[src/rtl/pst_mon_pkg.sv]
// Shared definitions for the PST convergence monitor: FSM encoding, parameter
// defaults and a saturating counter helper.
package pst_mon_pkg;

  typedef enum logic [1:0] {
    S_INIT     = 2'd0,
    S_LOCKED   = 2'd1,
    S_SETTLING = 2'd2
  } state_t;

  localparam int HOLD_DEF    = 2;
  localparam int ERR_TOL_DEF = 3;
  localparam int MIN_LAT_DEF = 2;
  localparam int TIMEOUT_DEF = 15;

  function automatic logic [7:0] sat_inc(input logic [7:0] v);
    return (v == 8'hFF) ? v : v + 8'd1;
  endfunction

endpackage

[src/rtl/pst_converge_monitor_if.sv]
// Brain-side sample stream and monitor result bundle.
interface pst_converge_monitor_if;
  logic       cyc_start;
  logic [2:0] winner;
  logic [7:0] pred_err;
  logic       switch_pulse;
  logic       done_pulse;
  logic [7:0] conv_cycles;
  logic       conv_timeout;
  logic [7:0] prev_conv_cycles;
  logic       faster;
  logic [7:0] switch_count;
  logic [7:0] abort_count;
  logic [1:0] state;

  modport master (
    output cyc_start, winner, pred_err,
    input  switch_pulse, done_pulse, conv_cycles, conv_timeout,
           prev_conv_cycles, faster, switch_count, abort_count, state
  );

  modport slave (
    input  cyc_start, winner, pred_err,
    output switch_pulse, done_pulse, conv_cycles, conv_timeout,
           prev_conv_cycles, faster, switch_count, abort_count, state
  );
endinterface

[src/rtl/pst_winner_debounce.sv]
// Winner debouncer: a new winner must persist HOLD consecutive samples before
// it replaces the stable winner; fire flags the completing sample.
module pst_winner_debounce
  import pst_mon_pkg::*;
#(
  parameter int HOLD = HOLD_DEF
) (
  input  logic       clk,
  input  logic       rst,
  input  logic       sample,
  input  logic       load,
  input  logic [2:0] winner,
  output logic       fire
);
  localparam logic [7:0] HOLD_L = 8'(HOLD);

  logic [2:0] stable_w, cand;
  logic [7:0] cand_cnt, cnt_nxt;

  always_comb begin
    cnt_nxt = 8'd0;
    if (winner == stable_w)  cnt_nxt = 8'd0;
    else if (winner == cand) cnt_nxt = cand_cnt + 8'd1;
    else                     cnt_nxt = 8'd1;
    fire = sample && (winner != stable_w) && (cnt_nxt >= HOLD_L);
  end

  always_ff @(posedge clk) begin
    if (rst) begin
      stable_w <= 3'd0;
      cand     <= 3'd0;
      cand_cnt <= 8'd0;
    end else if (load) begin
      stable_w <= winner;
      cand_cnt <= 8'd0;
    end else if (sample) begin
      // every completing path has the current winner as candidate
      if (fire) begin
        stable_w <= winner;
        cand     <= winner;
        cand_cnt <= 8'd0;
      end else begin
        if (winner != stable_w && winner != cand) cand <= winner;
        cand_cnt <= cnt_nxt;
      end
    end
  end
endmodule

[src/rtl/pst_converge_monitor.sv]
// Measures how many gamma samples the brain needs to settle (low prediction
// error) after each debounced attention switch, and keeps switch/abort stats.
module pst_converge_monitor
  import pst_mon_pkg::*;
#(
  parameter int HOLD    = HOLD_DEF,
  parameter int ERR_TOL = ERR_TOL_DEF,
  parameter int MIN_LAT = MIN_LAT_DEF,
  parameter int TIMEOUT = TIMEOUT_DEF
) (
  input logic                   clk,
  input logic                   rst,
  pst_converge_monitor_if.slave bus
);
  localparam logic [7:0] HOLD_L = 8'(HOLD);
  localparam logic [7:0] TOL_L  = 8'(ERR_TOL);
  localparam logic [7:0] MIN_L  = 8'(MIN_LAT);
  localparam logic [7:0] TO_L   = 8'(TIMEOUT);
  localparam logic [7:0] LAT0   = (HOLD_L > TO_L) ? TO_L : HOLD_L;

  state_t     st;
  logic [7:0] lat, lat_inc, done_val;
  logic       done_seen, fire, sample, load, conv_ok, to_hit;

  assign load   = bus.cyc_start && (st == S_INIT);
  assign sample = bus.cyc_start && (st == S_LOCKED || st == S_SETTLING);
  assign bus.state = st;

  pst_winner_debounce #(.HOLD(HOLD)) u_deb (
    .clk    (clk),
    .rst    (rst),
    .sample (sample),
    .load   (load),
    .winner (bus.winner),
    .fire   (fire)
  );

  // convergence beats timeout when both land on the same sample
  always_comb begin
    lat_inc  = (lat >= TO_L) ? TO_L : lat + 8'd1;
    conv_ok  = (lat_inc >= MIN_L) && (bus.pred_err <= TOL_L);
    to_hit   = (lat_inc >= TO_L);
    done_val = conv_ok ? lat_inc : TO_L;
  end

  always_ff @(posedge clk) begin
    if (rst) begin
      st                   <= S_INIT;
      lat                  <= 8'd0;
      done_seen            <= 1'b0;
      bus.switch_pulse     <= 1'b0;
      bus.done_pulse       <= 1'b0;
      bus.conv_cycles      <= 8'd0;
      bus.conv_timeout     <= 1'b0;
      bus.prev_conv_cycles <= 8'd0;
      bus.faster           <= 1'b0;
      bus.switch_count     <= 8'd0;
      bus.abort_count      <= 8'd0;
    end else begin
      bus.switch_pulse <= 1'b0;
      bus.done_pulse   <= 1'b0;
      case (st)
        S_INIT: if (bus.cyc_start) st <= S_LOCKED;
        S_LOCKED: if (sample && fire) begin
          bus.switch_pulse <= 1'b1;
          bus.switch_count <= sat_inc(bus.switch_count);
          lat              <= LAT0;
          st               <= S_SETTLING;
        end
        S_SETTLING: if (sample) begin
          if (fire) begin
            // a fresh switch restarts the measurement, dropping the open one
            bus.switch_pulse <= 1'b1;
            bus.switch_count <= sat_inc(bus.switch_count);
            bus.abort_count  <= sat_inc(bus.abort_count);
            lat              <= LAT0;
          end else if (conv_ok || to_hit) begin
            bus.done_pulse       <= 1'b1;
            bus.conv_cycles      <= done_val;
            bus.conv_timeout     <= !conv_ok;
            bus.prev_conv_cycles <= bus.conv_cycles;
            bus.faster           <= done_seen && (done_val < bus.conv_cycles);
            done_seen            <= 1'b1;
            lat                  <= lat_inc;
            st                   <= S_LOCKED;
          end else begin
            lat <= lat_inc;
          end
        end
        default: st <= S_INIT;
      endcase
    end
  end
endmodule
[src/flat_wrapper.sv]
// flat-port wrapper written by rule: the top's interface ports become plain ports
module pst_converge_monitor_flat import pst_mon_pkg::*;
#(
  parameter int HOLD    = HOLD_DEF,
  parameter int ERR_TOL = ERR_TOL_DEF,
  parameter int MIN_LAT = MIN_LAT_DEF,
  parameter int TIMEOUT = TIMEOUT_DEF
)
  (clk, rst, bus_cyc_start, bus_winner, bus_pred_err, bus_switch_pulse, bus_done_pulse, bus_conv_cycles, bus_conv_timeout, bus_prev_conv_cycles, bus_faster, bus_switch_count, bus_abort_count, bus_state);
  pst_converge_monitor_if bus_i ();
  input logic clk;
  input logic rst;
  input wire logic [$bits(bus_i.cyc_start)-1:0] bus_cyc_start;
  input wire logic [$bits(bus_i.winner)-1:0] bus_winner;
  input wire logic [$bits(bus_i.pred_err)-1:0] bus_pred_err;
  output wire logic [$bits(bus_i.switch_pulse)-1:0] bus_switch_pulse;
  output wire logic [$bits(bus_i.done_pulse)-1:0] bus_done_pulse;
  output wire logic [$bits(bus_i.conv_cycles)-1:0] bus_conv_cycles;
  output wire logic [$bits(bus_i.conv_timeout)-1:0] bus_conv_timeout;
  output wire logic [$bits(bus_i.prev_conv_cycles)-1:0] bus_prev_conv_cycles;
  output wire logic [$bits(bus_i.faster)-1:0] bus_faster;
  output wire logic [$bits(bus_i.switch_count)-1:0] bus_switch_count;
  output wire logic [$bits(bus_i.abort_count)-1:0] bus_abort_count;
  output wire logic [$bits(bus_i.state)-1:0] bus_state;
  assign bus_i.cyc_start = bus_cyc_start;
  assign bus_i.winner = bus_winner;
  assign bus_i.pred_err = bus_pred_err;
  assign bus_switch_pulse = bus_i.switch_pulse;
  assign bus_done_pulse = bus_i.done_pulse;
  assign bus_conv_cycles = bus_i.conv_cycles;
  assign bus_conv_timeout = bus_i.conv_timeout;
  assign bus_prev_conv_cycles = bus_i.prev_conv_cycles;
  assign bus_faster = bus_i.faster;
  assign bus_switch_count = bus_i.switch_count;
  assign bus_abort_count = bus_i.abort_count;
  assign bus_state = bus_i.state;
  pst_converge_monitor #(.HOLD(HOLD), .ERR_TOL(ERR_TOL), .MIN_LAT(MIN_LAT), .TIMEOUT(TIMEOUT)) u_core (.clk(clk), .rst(rst), .bus(bus_i));
endmodule
[config.mk]
export PLATFORM = sky130hd
export DESIGN_NAME = pst_converge_monitor_flat
export DESIGN_NICKNAME = d
export VERILOG_FILES = /design/src/rtl/pst_mon_pkg.sv /design/src/rtl/pst_converge_monitor_if.sv /design/src/rtl/pst_winner_debounce.sv /design/src/rtl/pst_converge_monitor.sv /design/src/flat_wrapper.sv
export SDC_FILE = /design/constraint.sdc
export NUM_CORES = 1
export LEC_CHECK = 0
export ABC_CLOCK_PERIOD_IN_PS = 2500
export CORE_MARGIN = 2
export CORE_UTILIZATION = 40
export CTS_CLUSTER_DIAMETER = 50
export CTS_CLUSTER_SIZE = 24
export DETAILED_ROUTE_END_ITERATION = 8
export PLACE_DENSITY = 0.76
export SLEW_MARGIN = 20
export SYNTH_ARGS = -nofsm -noshare
export SYNTH_HDL_FRONTEND = slang
export SYNTH_HIERARCHICAL = 1
export SYNTH_SLANG_ARGS = --single-unit
[constraint.sdc]
create_clock -name clk -period 2.5 [get_ports clk]
set_input_delay 0.25 -clock clk [delete_from_list [all_inputs] [get_ports clk]]
set_output_delay 0.25 -clock clk [all_outputs]
set_load 0.005 [all_outputs]
# Word level (Yosys, flattened, before mapping)
# Cells that the tools add are included.
[classes] add_sub_neg=4 magnitude_cmp=6 eq_ne=14 muxes=30 bitwise=5 reduce_logical=25
[ops] operator="8-bit two-way mux" count=12
[ops] operator="8-bit by 1-bit adder with 8-bit output, second input constant" count=4
[ops] operator="8-bit one-hot mux with 2 select lines" count=2
[ops] operator="8-bit == test, second input constant" count=2
[ops] operator="8-bit by 2-bit greater-or-equal comparator with 1-bit output, second input constant" count=2
[ops] operator="8-bit by 4-bit greater-or-equal comparator with 1-bit output, second input constant" count=2
[ops] operator="3-bit two-way mux" count=5
[ops] operator="4-bit AND reduction" count=3
[ops] operator="2-bit two-way mux" count=5
[ops] operator="8-bit by 2-bit less-or-equal comparator with 1-bit output, second input constant" count=1
[ops] operator="1-bit logical AND" count=8
[ops] operator="8-bit < comparator" count=1
[ops] operator="2-bit != test, second input constant" count=4
[ops] operator="2-bit nonzero test" count=4
[ops] operator="3-bit == test" count=2
[ops] operator="3-bit != test" count=2
[ops] operator="2-bit one-hot mux with 3 select lines" count=1
[ops] operator="3-bit AND reduction" count=2
[ops] operator="1-bit NOT" count=5
[ops] operator="5-bit AND reduction" count=1
[ops] operator="1-bit two-way mux" count=4
[ops] operator="2-bit by 1-bit != test with 1-bit output, second input constant" count=2
[ops] operator="4-bit OR reduction" count=1
[ops] operator="2-bit by 1-bit == test with 1-bit output, second input constant" count=1
[ops] operator="7 further kinds" count=8
[word_totals] reg_bits=61 output_inout_bits=38 word_cells=98

# Depth between registers and ports, before layout
# Gate-level depths: netlist of the first run.
[logic_depth] depth_word=9 mapped_depth=14

# Modules after synthesis
# Netlist of the first run, hierarchy kept.
[by_module_without_submodules] mod="pst_converge_monitor" instances=1 cells_each=268 area_per_inst_um2=2357.3
[by_module_without_submodules] mod="pst_winner_debounce" instances=1 cells_each=82 area_per_inst_um2=724.4

# Least setup slack after synthesis of the first run
# No wires, ideal clock.
[synth_path] path_type="register to register" startpoint="register u_core.u_deb.cand_cnt[0]" endpoint="register u_core.bus.conv_timeout" setup_time_ps=88 t_arrival_ps=2667 slack_ps=-256 path_stages_with_launch=14 n_path_buf=1 synth_period_minus_slack_ps=2756 path_cell_list="dfxtp_1 ha_1 xor2_1 nor2_1 a32oi_1 nor4_2 or2_4 inv_1 and2b_2 and2_0 o311a_2 buf_6 nor3_2 a311oi_2"
[synth_between] elab_chain_len=7
[synth_lines] item="start, declared" line_no="pst_winner_debounce.sv:18" rtl="logic [7:0] cand_cnt, cnt_nxt;"
[synth_lines] item="start signal, assigned" line_no="pst_winner_debounce.sv:44" rtl="cand_cnt <= cnt_nxt;"
[synth_lines] item="8-bit by 1-bit adder with 8-bit output" line_no="pst_winner_debounce.sv:23" rtl="else if (winner == cand) cnt_nxt = cand_cnt + 8'd1;"
[synth_lines] item="8-bit two-way mux" line_no="pst_winner_debounce.sv:23"
[synth_lines] item="8-bit two-way mux" line_no="pst_winner_debounce.sv:22" rtl="if (winner == stable_w) cnt_nxt = 8'd0;"
[synth_lines] item="8-bit by 2-bit greater-or-equal comparator with 1-bit output" line_no="pst_winner_debounce.sv:25" rtl="fire = sample && (winner != stable_w) && (cnt_nxt >= HOLD_L);"
[synth_lines] item="1-bit logical AND" line_no="pst_winner_debounce.sv:25"
[synth_lines] item="via u_core.fire" line_no="pst_converge_monitor.sv:23" rtl="logic done_seen, fire, sample, load, conv_ok, to_hit;"
[synth_lines] item="1-bit NOT (no source line)"
[synth_lines] item="4-bit AND reduction (no source line)"
[synth_lines] item="end signal, assigned" line_no="pst_converge_monitor.sv:80" rtl="bus.conv_timeout <= !conv_ok;"
[synth_lines] item="end, declared" line_no="pst_converge_monitor_if.sv:24" rtl="output switch_pulse, done_pulse, conv_cycles, conv_timeout,"
# The timed path passes the listed nets, and every way through them passes these cells.
# A chain may end at the register's enable or synchronous reset.

# Worst setup path after layout of the first run
[layout_path] startpoint="input port bus_pred_err[7]" endpoint="register u_core.bus.faster"
[layout_between] elab_chain_len=5 elab_cells_between_ends=7 cone_classes="2 x order compare; 1 x mux; 4 x reduce/logical"
[layout_lines] item="start, declared" line_no="flat_wrapper.sv:15" rtl="input wire logic [$bits(bus_i.pred_err)-1:0] bus_pred_err;"
[layout_lines] item="8-bit by 2-bit less-or-equal comparator with 1-bit output" line_no="pst_converge_monitor.sv:41" rtl="conv_ok = (lat_inc >= MIN_L) && (bus.pred_err <= TOL_L);"
[layout_lines] item="1-bit logical AND" line_no="pst_converge_monitor.sv:41"
[layout_lines] item="8-bit two-way mux" line_no="pst_converge_monitor.sv:43" rtl="done_val = conv_ok ? lat_inc : TO_L;"
[layout_lines] item="via u_core.done_val[3]" line_no="pst_converge_monitor.sv:22" rtl="logic [7:0] lat, lat_inc, done_val;"
[layout_lines] item="8-bit < comparator" line_no="pst_converge_monitor.sv:82" rtl="bus.faster <= done_seen && (done_val < bus.conv_cycles);"
[layout_lines] item="1-bit logical AND" line_no="pst_converge_monitor.sv:82"
[layout_lines] item="end signal, assigned" line_no="pst_converge_monitor.sv:82"
[layout_lines] item="end, declared" line_no="pst_converge_monitor_if.sv:25" rtl="prev_conv_cycles, faster, switch_count, abort_count, state"
# The timed path passes the listed nets, and every way through them passes these cells.

==> impl_metrics.yaml, run 1 <==
outcome:
  outcome: "complete, but fails checks"
  violations: "setup timing"
critical_path:
  critPathArrivalTime_ns: 2.75
  critical_path_required_ns: 2.74
  crit_fanout: 4
  endpoint_kind: "flop"
  r2r_slack_ns: -0.01
  criticalPathCategory: "primary input to flop"
  worst_path_largest_cell_delay_ns: 0.54
  path_cells: "clkdlybuf4s50_1, or4_4, nor3_4, o31ai_2, or3_1, ha_1, a21oi_1, o2111ai_1, o31ai_2"
  cp-start-kind: "primary input"
  ff2ff_path_depth: 13
  regToRegStartpoint: "u_core/u_deb/cand_cnt[1]"
  critPathSlowestCell: "or4_4"
  timing.rr.end: "u_core/bus.conv_cycles[2]"
  crit_top_cell: "o31ai_2"
clocking:
  clock_latency_ns: 0.33
  clk_pin_slew_worst_paths_ns: 0.06
  cts_tree: "done"
  cts.htree.levels: 3
  cts_made_buffers: 9
  cts_root_buf: "clkbuf_8"
  clockBufferDepth: 2
  numClockSinks: 61
yosys:
  synth_area_leaders: "dfxtp_1, ha_1, xor2_1"
  yosys_register_bits: 61
  postSynthCellCount: 350
  synth_edf_count: 0
  ys_warn_count: 6
  synthFlopType: "dfxtp_1"
  syn-cell-area_mm2: 0.00308
  yosysTopAreaCell: "dfxtp_1"
  synthTopCellsByCount: "dfxtp_1, nor2_1, nand2_1, nand3_1, a21oi_1"
  synth_top_area_share_pct: 39.6
  syn_avg_cell_area_um2: 8.80
  synth_most_common_cell: "dfxtp_1"
  ys_seq_area_share_pct: 39.6
  synth_cell_type_count: 63
  async_flop_share_pct: 0
die:
  ios: 52
  dieArea_mm2: 0.00842
  core_area_mm2: 0.00761
  die_w_um: 91.8
  row_count: 32
  start_util_pct: 40.5
  die_h_um: 91.8
cells_and_area:
  multi_input_area_mm2: 0.00191
  fin_nets: 474
  regArea_mm2: 0.00123
  fillers: 672
  antennaDiodeCount: 0
  stdcell_area_mm2: 0.00436
  final_core_util_pct: 57.4
  drive_above_1_share_pct: 25.8
  layout.cells.non_filler: 552
  synthToLayoutAreaGrowth_pct: 41.6
route:
  vias_per_cell: 5.17
  first_pass_iters: 5
  drc_errors: 0
  wire_per_inst_um: 13.0
  drtIter0Drc: 148
  wirelength_um: 7180
  vias: 2856
  ant_nets: 0
timing:
  slew_violations: 0
  skew_ns: 0.0125
  setup_violations: 4
  fmaxAchievable_mhz: 397
  final.setup.worst_slack_ns: -0.0171
  rsz0062_at_grt: "yes"
  min_period_over_period_pct: 101
  hold_viol_final: 0
  fin_crit_ns: 2.52
placement:
  io_buffer_count: 49
  placed_cells: 533
  post-place-ws_ns: -0.276
  dpl-instance-area_mm2: 0.00401
  dp_hpwl_um: 5070
  gp_congestion: 0.858
min_path:
  holdPathEnd: "u_core/u_deb/cand[1]"
  min_from: "rst"
  worstHoldPathCells: 2
  min_path_type: "primary input to flop"
pwr:
  power_leakage_nw: 1.64
  power_density_mw_per_mm2: 594
  ir_worst_vdd_uv: 324
global_route:
  overflow: 0
  track_usage_pct: 17.1
  antenna_found_initial: 0
  grt_pass1_vias: 2727
  grt_max_degree: 26
  grt_pass1_wl_um: 11900
job:
  maxCapViolCount: 0
==> layout by cell type, fill, tap and decap left out, drive strengths merged, types with 4 or more instances in the layout <==
cell type	netlist	routed
ha	14	14
xnor2	7	7
and2	17	17
conb	1	4
clkbuf	6	10
o21ai	17	17
nor3	20	20
inv	15	15
dfxtp	61	61
nand3	21	21
mux2i	5	5
a211oi	6	6
clkdlybuf4s50	0	48
a21oi	20	20
nor2	35	35
xor2	16	16
nor4	6	6
nand2	23	23
buf	6	46
nand4	5	5
o211ai	5	5
nand2b	5	5
clkinv	0	4
==> registers in the layout, summed over array words and instances (netlist names), 3 cells and up <==
name	count
u_core/bus.abort_count	8
u_core/bus.conv_cycles	8
u_core/bus.prev_conv_cycles	8
u_core/bus.switch_count	8
u_core/lat	8
u_core/u_deb/cand_cnt	8
u_core/u_deb/cand	3
u_core/u_deb/stable_w	3
==> timing repair <==
item | CTS | global route
buffers inserted | 2 | 2
pin swaps | 9 | 14
hold buffers | 0 | 0
gates resized for setup | 18 | 23
setup endpoints to repair | 16 | 34
==> stage by stage <==
stage | hold WS [ns] | setup TNS, ns | total power [mW]
floorplan | 0.386 | -0.0845 | 1.49
global placement | 0.454 | -4.37 | 1.75
detailed placement | 0.461 | -4.98 | 1.76
CTS | 0.248 | -0.0191 | 2.57
global route | 0.290 | -2.54 | 2.75
finish | 0.254 | -0.0518 | 2.59
==> worst max-delay path by stage <==
stage                                   from                         end
global placement               bus_winner[2]           u_core/bus.faster
detailed placement             bus_winner[2]  u_core/bus.switch_count[7]
floorplan           u_core/u_deb/cand_cnt[0]     u_core/bus.conv_timeout
global route        u_core/u_deb/cand_cnt[0]   u_core/bus.conv_cycles[3]
CTS                 u_core/u_deb/cand_cnt[1]   u_core/bus.conv_cycles[1]
finish                       bus_pred_err[7]           u_core/bus.faster
==> cell type report <==
| class | count | share of cell area [%] |
|---|---|---|
| multi-input cells | 265 | 43.8 |
| flip-flops and latches | 61 | 28.2 |
| repair buffers | 94 | 20.1 |
| clock buffers | 10 | 3.15 |
| well taps | 102 | 2.93 |
| inverters | 15 | 1.29 |
| clock inverters | 5 | 0.631 |
==> power by group <==
group / internal [mW] / total, mW / switching [mW]
logic: 0.390 / 0.780 / 0.390
clock network: 0.373 / 0.741 / 0.368
registers: 1.03 / 1.07 / 0.0413
==> worst max-delay path, delay by kind of cell <==
| kind | cells | cell delay (ns) |
|---|---|---|
| adder cells (fa/ha/maj) | 1 | 0.30 |
| buffers and inverters | 1 | 0.40 |
| AND/OR/NAND/NOR | 3 | 1.08 |
| AO/OA/AOI/OAI | 4 | 0.72 |
==> cells by family after synthesis <==
| logic type | after synthesis | share of synthesized area [%] |
|---|---|---|
| and+or+nand+nor | 151 | 26.8 |
| AOI/OAI and AO/OA | 68 | 15.3 |
| DFF | 61 | 39.6 |
| buffers and inverters | 27 | 4.30 |
| xor gates and xnor gates | 23 | 6.54 |
| adders and majority gates | 14 | 5.68 |
| muxes | 5 | 1.62 |
| other | 1 | 0.122 |
==> routing by layer <==
metal | GRT usage (%) | vias up | wire (um)
met3 | 4.52 | 10 | 314
li1 | - | 1436 | -
met5 | 0 | - | 0
met1 | 20.8 | 1339 | 3190
met4 | 4.48 | 0 | 76
met2 | 29.8 | 71 | 3600
No activity file was read; power rests on OpenSTA's default activity.
==> run 2, diff against run 1 <==
CORE_MARGIN = default   (was 2)
SLEW_MARGIN = 40   (was 20)
==> run 2 against run 1 <==
Wire length grew 3.2%. Count of clock-buffer cells in the layout grew 3. Flip-flop and latch count is the same. The run still ends with setup timing left. Highest routed layer unchanged. Sequential power is essentially flat. Die area shrank 4.3%. Combinational power grew 2%. Sequential share of layout area shrank 0.63 points. Final cell count shrank 0.18%. Final area grew 2.2%. Non-clock buffer count grew 2.
==> impl_metrics.yaml, run 2 (synthesis gave the netlist of run 1 again) <==
global_route:
  grt_pass1_vias: 2716
  track_usage_pct: 17.7
  overflow: 0
  antenna_found_initial: 0
  grt_pass1_wl_um: 11800
  grt_max_degree: 35
critical_path:
  crit_family: "simple AND/OR/NAND/NOR gates"
  path_cells: "ha_4, xor2_1, nor2_1, a32oi_1, nor4_2, or2_4, inv_2, and2b_2, and2_4, buf_6, o311ai_4, buf_6, nand4b_1, o31ai_2"
  crit_fanout: 8
  criticalPathCategory: "flop to flop"
  critPathBufInv: 3
  worst_path_largest_cell_delay_ns: 0.36
  r2r_slack_ns: -0.09
  critPathArrivalTime_ns: 2.80
  regToRegStartpoint: "u_core/u_deb/cand_cnt[0]"
  crit_top_cell: "buf_6"
  critPathSlowestCell: "nor4_2"
  endpoint_kind: "flop"
  cp-start-kind: "flop"
  timing.rr.end: "u_core/bus.faster"
  critical_path_required_ns: 2.71
  ff2ff_path_depth: 14
route:
  wire_per_inst_um: 13.5
  vias: 2917
  drc_errors: 0
  first_pass_iters: 4
  ant_nets: 0
  drtIter0Drc: 96
  wirelength_um: 7410
  vias_per_cell: 5.29
timing:
  hold_viol_final: 0
  setup_violations: 5
  skew_ns: 0.00440
  whs_ns: 0.355
  fmaxAchievable_mhz: 386
  slew_violations: 0
  rsz0062_at_grt: "yes"
  fin_crit_ns: 2.59
  min_period_over_period_pct: 104
  final.setup.tns_ns: -0.138
  final.setup.worst_slack_ns: -0.0931
clocking:
  clockBufferDepth: 2
  clk_pin_slew_worst_paths_ns: 0.06
  hold_buffers: 0
  cts_root_buf: "clkbuf_8"
  cts.htree.levels: 3
  cts_made_buffers: 9
  numClockSinks: 61
  clock_latency_ns: 0.33
  cts_tree: "done"
min_path:
  min_from: "rst"
  min_path_type: "primary input to flop"
  holdPathEnd: "u_core/bus.switch_count[4]"
  worstHoldPathCells: 2
outcome:
  outcome: "complete, but fails checks"
  violations: "setup timing"
pwr:
  swShare_pct: 28.6
  power_frac_seq_pct: 38.9
  combPwrFrac_pct: 29.2
  power_leakage_nw: 1.69
  power.internal_mw: 1.96
  p_total_mw: 2.74
  power_density_mw_per_mm2: 615
  ir_worst_vdd_uv: 357
  clock_power_share_pct: 31.9
  power_switching_mw: 0.783
die:
  core_area_mm2: 0.00733
  die_w_um: 89.8
  start_util_pct: 42.0
  ios: 52
  die_h_um: 89.8
  dieArea_mm2: 0.00806
  row_count: 31
placement:
  dp_hpwl_um: 5160
  io_buffer_count: 49
  dpl-instance-area_mm2: 0.00403
  placed_cells: 533
  gp_congestion: 0.854
  post-place-ws_ns: -0.308
cells_and_area:
  mostFrequentLayoutCell: "dfxtp_1"
  final_core_util_pct: 60.8
  final_cell_mix: "dfxtp_1, clkdlybuf4s50_1, buf_4, nor2_1, nand2_1"
  fin_nets: 477
  drive_above_1_share_pct: 26.8
  layout.cells.non_filler: 551
  stdcell_area_mm2: 0.00446
  synthToLayoutAreaGrowth_pct: 44.7
  antennaDiodeCount: 0
job:
  maxCapViolCount: 0
[run 2: timing repair]
item,in CTS,in global routing
endpoints found under the hold margin,0,0
setup buffers,0,3
cloned,0,1
gates resized for setup,8,39
pin swaps,4,18
endpoints found under the setup margin,17,28
[run 2: metal layers]
metal / vias up / part of all wire (%) / global-route usage [%]
met2: 69 / 51 / 31.7
met3: 11 / 4.1 / 3.98
li1: 1444 / - / -
met4: 0 / 1.4 / 6.15
met1: 1393 / 43 / 20.7
met5: - / 0 / 0
[run 2: worst reg2reg max path, stage by stage (launching register included)]
cell,delay (ns)
dfxtp_2,0.33
ha_4,0.16
xor2_1,0.13
nor2_1,0.11
a32oi_1,0.14
nor4_2,0.36
or2_4,0.19
inv_2,0.04
and2b_2,0.21
and2_4,0.18
buf_6,0.10
o311ai_4,0.12
buf_6,0.18
nand4b_1,0.13
o31ai_2,0.09
[run 2: final cells by class]
cell class                      instances  area, um^2
Sequential cell                        61        1230
Timing Repair Buffer                   96         895
Clock inverter                          1        30.0
Multi-Input combinational cell        266        1960
Fill cell                             616        2870
Inverter                               15        56.3
Clock buffer                           13         169
Tap cell                               99         124
[run 2: how the worst max path moves through the flow]
stage | start | to | cells past startpoint
after CTS | u_core/u_deb/cand_cnt[0] | u_core/bus.conv_cycles[0] | 14
after global placement | bus_winner[0] | u_core/bus.faster | 12
after floorplan | u_core/u_deb/cand_cnt[0] | u_core/bus.conv_timeout | 13
final | u_core/u_deb/cand_cnt[0] | u_core/bus.faster | 14
after detailed placement | bus_winner[2] | u_core/bus.faster | 12
after global routing | u_core/u_deb/cand_cnt[0] | u_core/bus.faster | 14
[run 2: power by group through the flow]
stage / Clock [mW] / Combinational, mW / Sequential (mW)
after global routing: 0.955 / 0.869 / 1.07
final: 0.875 / 0.799 / 1.07
after detailed placement: 0 / 0.693 / 1.08
after CTS: 0.904 / 0.703 / 1.07
after floorplan: 0 / 0.402 / 1.09
after global placement: 0 / 0.680 / 1.08
